## src/rtl/dsp_pkg.sv

```systemverilog
// Shared types, register map and lane geometry for the DSP dispatcher.
package dsp_pkg;
  localparam int N_LANES = 8;
  localparam int DATA_W  = 32;

  localparam logic [4:0] ADDR_A      = 5'h00;
  localparam logic [4:0] ADDR_B      = 5'h08;
  localparam logic [4:0] ADDR_RES    = 5'h10;
  localparam logic [4:0] ADDR_CTRL   = 5'h18;
  localparam logic [4:0] ADDR_STATUS = 5'h19;

  typedef enum logic [1:0] {
    OP_ADD = 2'b00,
    OP_MUL = 2'b01,
    OP_FIR = 2'b10,
    OP_SUB = 2'b11
  } op_t;

  typedef enum logic [1:0] {IDLE, START, WAIT, CAPTURE} state_t;
endpackage

```

## src/rtl/dsp_dispatcher_regs.sv

```systemverilog
// Register file for the dispatcher: operand/result banks, CTRL/STATUS,
// bus decode and the registered read mux.
module dsp_dispatcher_regs #(
  parameter int N_LANES = dsp_pkg::N_LANES,
  parameter int DATA_W  = dsp_pkg::DATA_W
) (
  input  logic              clk,
  input  logic              rst,
  input  logic              bus_we,
  input  logic              bus_re,
  input  logic [4:0]        bus_addr,
  input  logic [31:0]       bus_wdata,
  output logic [31:0]       bus_rdata,
  output logic              bus_rvalid,
  input  logic              busy,
  input  logic              capture,
  input  logic              set_err,
  input  logic [DATA_W-1:0] dsp_result [N_LANES],
  output logic [DATA_W-1:0] a [N_LANES],
  output logic [DATA_W-1:0] b [N_LANES],
  output logic [1:0]        op,
  output logic              go,
  output logic              irq
);
  import dsp_pkg::*;

  logic [DATA_W-1:0] res [N_LANES];
  op_t         op_q;
  logic        irq_en, done_flag, err_flag, wr_reject;
  logic [2:0]  idx;
  logic        wr_a, wr_b, wr_ctrl, wr_status, reject;
  logic [31:0] rd_mux;

  assign idx       = bus_addr[2:0];
  assign wr_a      = bus_we && (bus_addr[4:3] == ADDR_A[4:3]);
  assign wr_b      = bus_we && (bus_addr[4:3] == ADDR_B[4:3]);
  assign wr_ctrl   = bus_we && (bus_addr == ADDR_CTRL);
  assign wr_status = bus_we && (bus_addr == ADDR_STATUS);
  assign reject    = busy && (wr_a || wr_b || wr_ctrl);
  assign go        = wr_ctrl && !busy && bus_wdata[0];
  assign op        = op_q;
  assign irq       = irq_en && (done_flag || err_flag);

  always_comb begin
    rd_mux = '0;
    case (bus_addr[4:3])
      ADDR_A[4:3]:   rd_mux = 32'(a[idx]);
      ADDR_B[4:3]:   rd_mux = 32'(b[idx]);
      ADDR_RES[4:3]: rd_mux = 32'(res[idx]);
      default: begin
        if (bus_addr == ADDR_CTRL)
          rd_mux = {28'd0, irq_en, op_q, 1'b0};
        else if (bus_addr == ADDR_STATUS)
          rd_mux = {28'd0, wr_reject, err_flag, done_flag, busy};
      end
    endcase
  end

  always_ff @(posedge clk) begin
    if (!rst) begin
      for (int i = 0; i < N_LANES; i++) begin
        a[i]   <= '0;
        b[i]   <= '0;
        res[i] <= '0;
      end
      op_q       <= OP_ADD;
      irq_en     <= 1'b0;
      done_flag  <= 1'b0;
      err_flag   <= 1'b0;
      wr_reject  <= 1'b0;
      bus_rdata  <= '0;
      bus_rvalid <= 1'b0;
    end else begin
      if (wr_a && !busy) a[idx] <= DATA_W'(bus_wdata);
      if (wr_b && !busy) b[idx] <= DATA_W'(bus_wdata);
      if (wr_ctrl && !busy) begin
        op_q   <= op_t'(bus_wdata[2:1]);
        irq_en <= bus_wdata[3];
      end
      if (capture)
        for (int i = 0; i < N_LANES; i++) res[i] <= dsp_result[i];
      // Hardware set beats a same-cycle write-1-to-clear; a new GO clears old completion state.
      done_flag  <= capture || (done_flag && !(wr_status && bus_wdata[1]) && !go);
      err_flag   <= set_err || (err_flag && !(wr_status && bus_wdata[2]) && !go);
      wr_reject  <= reject  || (wr_reject && !(wr_status && bus_wdata[3]));
      // Registered read sees pre-write state, so a same-cycle write is not visible yet.
      bus_rvalid <= bus_re;
      bus_rdata  <= bus_re ? rd_mux : '0;
    end
  end
endmodule

```

## src/rtl/dsp_dispatcher.sv

```systemverilog
// Initiator side of the DSP start/done handshake: register file plus the
// IDLE/START/WAIT/CAPTURE sequencer with a done timeout.
module dsp_dispatcher #(
  parameter int N_LANES = dsp_pkg::N_LANES,
  parameter int DATA_W  = dsp_pkg::DATA_W,
  parameter int TIMEOUT = 1024
) (
  input  logic              clk,
  input  logic              rst,
  input  logic              bus_we,
  input  logic              bus_re,
  input  logic [4:0]        bus_addr,
  input  logic [31:0]       bus_wdata,
  output logic [31:0]       bus_rdata,
  output logic              bus_rvalid,
  output logic              irq,
  output logic              dsp_start,
  output logic [1:0]        dsp_operation,
  output logic [DATA_W-1:0] dsp_A [N_LANES],
  output logic [DATA_W-1:0] dsp_B [N_LANES],
  input  logic [DATA_W-1:0] dsp_result [N_LANES],
  input  logic              dsp_done
);
  import dsp_pkg::*;

  localparam int CNT_W = (TIMEOUT > 1) ? $clog2(TIMEOUT) : 1;

  state_t           state, state_nxt;
  logic [CNT_W-1:0] cnt, cnt_nxt;
  logic             busy, go, capture, set_err;

  assign busy = (state != IDLE);

  dsp_dispatcher_regs #(
    .N_LANES (N_LANES),
    .DATA_W  (DATA_W)
  ) u_regs (
    .clk        (clk),
    .rst        (rst),
    .bus_we     (bus_we),
    .bus_re     (bus_re),
    .bus_addr   (bus_addr),
    .bus_wdata  (bus_wdata),
    .bus_rdata  (bus_rdata),
    .bus_rvalid (bus_rvalid),
    .busy       (busy),
    .capture    (capture),
    .set_err    (set_err),
    .dsp_result (dsp_result),
    .a          (dsp_A),
    .b          (dsp_B),
    .op         (dsp_operation),
    .go         (go),
    .irq        (irq)
  );

  always_ff @(posedge clk) begin
    if (!rst) begin
      state <= IDLE;
      cnt   <= '0;
    end else begin
      state <= state_nxt;
      cnt   <= cnt_nxt;
    end
  end

  // dsp_done outside WAIT is ignored simply because only WAIT looks at it.
  always_comb begin
    state_nxt = state;
    cnt_nxt   = cnt;
    dsp_start = 1'b0;
    capture   = 1'b0;
    set_err   = 1'b0;
    case (state)
      IDLE:  if (go) state_nxt = START;
      START: begin
        dsp_start = 1'b1;
        cnt_nxt   = '0;
        state_nxt = WAIT;
      end
      WAIT: begin
        if (dsp_done) begin
          state_nxt = CAPTURE;
        end else if (cnt == CNT_W'(TIMEOUT - 1)) begin
          state_nxt = IDLE;
          set_err   = 1'b1;
        end else begin
          cnt_nxt = cnt + 1'b1;
        end
      end
      CAPTURE: begin
        capture   = 1'b1;
        state_nxt = IDLE;
      end
      default: state_nxt = IDLE;
    endcase
  end
endmodule
```

## config.mk

```make
export PLATFORM = sky130hd
export DESIGN_NAME = dsp_dispatcher
export DESIGN_NICKNAME = d
export VERILOG_FILES = /design/src/rtl/dsp_pkg.sv /design/src/rtl/dsp_dispatcher_regs.sv /design/src/rtl/dsp_dispatcher.sv
export SDC_FILE = /design/constraint.sdc
export NUM_CORES = 2
export LEC_CHECK = 0
export ABC_CLOCK_PERIOD_IN_PS = 13900
export CAP_MARGIN = 40
export CELL_PAD_IN_SITES_DETAIL_PLACEMENT = 0
export CELL_PAD_IN_SITES_GLOBAL_PLACEMENT = 1
export CORE_AREA = 2 2 326 328
export CTS_BUF_LIST = sky130_fd_sc_hd__clkbuf_16
export CTS_CLUSTER_DIAMETER = 40
export DETAILED_ROUTE_END_ITERATION = 7
export DIE_AREA = 0 0 328 330
export GPL_ROUTABILITY_DRIVEN = 0
export PLACE_DENSITY = 0.8
export SYNTH_ARGS = -nofsm -noshare
export SYNTH_HDL_FRONTEND = slang
export SYNTH_SLANG_ARGS = --single-unit
```

## constraint.sdc

```tcl
create_clock -name clk -period 13.9 [get_ports clk]
set_clock_uncertainty 0.1 [all_clocks]
set_input_delay 2.78 -clock clk [delete_from_list [all_inputs] [get_ports clk]]
set_output_delay 2.78 -clock clk [all_outputs]
set_load 0.01 [all_outputs]
```

==> flow_summary.yaml <==
setup_path:
  r2r_slack_ns: 10.83
  r2r-end: "u_regs.res[2][29]$_SDFFCE_PN0P_"
  cp.depth: 7
  critPathBufInv: 4
  slowest_stage: "clkdlybuf4s50_1"
  critPathArrivalTime_ns: 6.35
  critPathMaxFanout: 28
  crit_chain: "clkdlybuf4s50_1 > inv_2 > buf_4 > and2_2 > buf_12 > a22oi_1 > a31oi_1"
  r2r_start: "state[0]$_SDFFE_PN0P_"
  worstSetupStartpointType: "primary input"
  cp-startpoint: "bus_addr[2]"
  path_delay_family: "buffers and inverters"
  worstSetupEndpointType: "flop"
  cp.required_ns: 14.32
  max_stage_delay_ns: 1.05
  reg2regPathDepth: 3
  worstSetupPathType: "primary input to flop"
cts:
  cts.sinks: 819
  cts_resized: 0
  cts_buffers: 120
  path_clk_slew_ns: 0.06
  cts_tree: "yes"
  insertion_delay_ns: 0.72
  hold_buffers: 0
  post_cts_buffers: 0
  cts-root-buf: "clkbuf_16"
  h-tree-depth: 3
  clockBufferDepth: 3
die:
  rows: 119
  die_w_um: 328
  die_h_um: 330
  io_pins: 847
  core_area_um2: 105000
  start_util_pct: 34.9
  floorplan.die_area_um2: 108000
placement:
  dp_hpwl_um: 119000
  pre_cts_slack_ns: 7.20
  postPlaceCellArea_um2: 46500
  io_buffer_count: 846
  dpl.cell_count: 5494
global_routing:
  grt_pass1_vias: 29600
  grt_overflow: 0
  antenna_found_initial: 6
  grt_max_degree: 205
  grt_pass1_wl_um: 225000
  grt_usage_pct: 29.2
sta:
  min_period_ns: 5.93
  tns_ns: 0
  finalCritPeriodShare_pct: 42.7
  setup_ws_ns: 7.97
  hold_viol_final: 0
  setup_viol: 0
  tightest_slew_ns: 1.24
  rsz0062_at_grt: "false"
  fin_hold_ws_ns: 0.364
  final_max_slew_viol_count: 0
  max_freq_mhz: 169
  slew-limit-headroom_pct: 17.6
finish:
  design_area_um2: 50500
  nets: 4524
  finalNonFillerCells: 5721
  fillers: 9587
  area_growth_pct: 38.5
  drive_gt1_share_pct: 12.0
yosys:
  avgSynthCellArea_um2: 10.4
  syn_nets: 3810
  synth_cells: 3511
  netlist_area_um2: 36500
  synth_seq_cells: 819
  synth_edf_count: 256
  yosysWarnings: 0
  yosys.cell_types.count: 56
  ys_seq_area_share_pct: 51.9
  async_reset_ff_share_pct: 0
  ys.flop_type: "dfxtp_1"
pwr:
  peakVddDrop_mv: 0.110
  p_leak_nw: 17.2
  p_per_area_nw_per_um2: 119
drt:
  wl_per_cell_um: 28.5
  drtAntennaViolNets: 0
  post-route-drc-count: 0
  vias: 30500
  drt_iter0_markers: 3005
  firstDrtPassIters: 5
  routed_wl_um: 163000
  vias_per_cell: 5.33
run:
  drv_cap: 0
hold_path:
  min_to: "u_regs.a[50]$_SDFFE_PN0P_"
  min_from: "u_regs.a[50]$_SDFFE_PN0P_"
  min_path_type: "flop to flop"
  min_path_cells: 2
outcome:
  status: "complete, no violations"
how the worst max path moves through the flow:
stage | end | slack, ns
after detailed placement | u_regs.bus_rdata[18]$_SDFF_PN0_ | 7.20
after CTS | u_regs.bus_rdata[18]$_SDFF_PN0_ | 7.93
after global routing | u_regs.bus_rdata[19]$_SDFF_PN0_ | 7.94
after global placement | u_regs.bus_rdata[18]$_SDFF_PN0_ | 6.71
after floorplan | u_regs.res[0][0]$_SDFFCE_PN0P_ | 4.19
final | u_regs.bus_rdata[19]$_SDFF_PN0_ | 7.97
final cells by class:
| cell class | count | area (um^2) | area share [%] |
|---|---|---|---|
| flip-flops and latches | 819 | 19000 | 37.5 |
| well taps | 1391 | 1740 | 3.44 |
| diodes | 1 | 2.50 | 0.00495 |
| clock buffers | 122 | 3050 | 6.04 |
| clock inverters | 104 | 1010 | 2.00 |
| repair buffers | 937 | 9730 | 19.2 |
| multi-input cells | 2342 | 16000 | 31.7 |
| inverters | 5 | 18.8 | 0.0371 |
report_power, final:
group          total [mW]  internal, mW  switching (mW)
Combinational       0.442         0.208           0.234
Clock                3.05          1.84            1.22
Sequential           2.53          2.51          0.0209
Total                6.03          4.56            1.47
sequential cells by signal, indices dropped and copies added, names as in the netlist, 2 cells and up:
register and cells:
u_regs.a 256, u_regs.res 256, cnt 10, u_regs.bus_rdata 32, u_regs.b 256, u_regs.op 2
state 2
logic make-up after synthesis:
logic type | Yosys count | share of synthesized area (%)
adder cells (fa/ha/maj) | 1 | 0.0343
multiplexers | 251 | 12.8
AND/OR/NAND/NOR | 1430 | 17.3
buffers and inverters | 350 | 4.45
AO/OA/AOI/OAI | 660 | 13.5
flip-flops | 819 | 51.9
worst reg2reg max path, cell delays in order, from the launching register on:
cell,delay (ns)
dfxtp_1,0.70
nand2_1,0.20
nand2_4,0.59
buf_12,0.74
per-stage QoR:
stage / utilization [%] / power, mW
2_1_floorplan: - / 2.79
3_3_place_gp: 43.6 / 3.00
3_5_place_dp: 44.4 / 3.02
4_1_cts: 48.3 / 6.07
5_1_grt: 48.3 / 6.20
6_report: 48.3 / 6.03
layout by cell type, fill, tap and decap left out, types with 15 or more instances in the layout:
cell type           n
a21boi_0          352
a21boi_1          166
a22oi_1            63
a31oi_1            28
and2_1            259
buf_4              44
buf_8              25
clkbuf_16         122
clkdlybuf4s50_1   843
clkinv_2           15
dfxtp_1           563
edfxtp_1          256
inv_1              23
mux2_2             31
mux2i_1            50
mux4_2            170
nand2_1          1064
o211ai_1           21
cells in the mapped netlist (all sizes together) (4+ instances only):
| cell | n | area [um^2] |
|---|---|---|
| nand3 | 23 | 115 |
| inv | 5 | 18.8 |
| nand4 | 7 | 50.1 |
| o211ai | 21 | 158 |
| mux2i | 50 | 500 |
| buf | 114 | 737 |
| dfxtp | 563 | 11300 |
| and3 | 15 | 93.8 |
| nor2b | 8 | 50.1 |
| o221ai | 4 | 35.0 |
| nor3 | 15 | 80.1 |
| mux4 | 170 | 3830 |
| a21boi | 518 | 3890 |
| mux2 | 31 | 349 |
| nand2 | 1065 | 4000 |
| a31oi | 28 | 175 |
| and2 | 261 | 1630 |
| a22oi | 63 | 473 |
| nor2 | 8 | 30.0 |
| edfxtp | 256 | 7690 |
| or3 | 4 | 25.0 |
| o21ai | 7 | 35.0 |
| clkbuf | 231 | 868 |
| nor4 | 4 | 55.1 |
| a21oi | 5 | 25.0 |
| nand2b | 5 | 31.3 |
routing by layer:
metal	track usage, %	share of wire, %
met4	15.5	5.7
met1	34.6	38
met3	6.64	7.9
met2	49.5	49
met5	0	0.013
(Power assumes the default switching activity.)
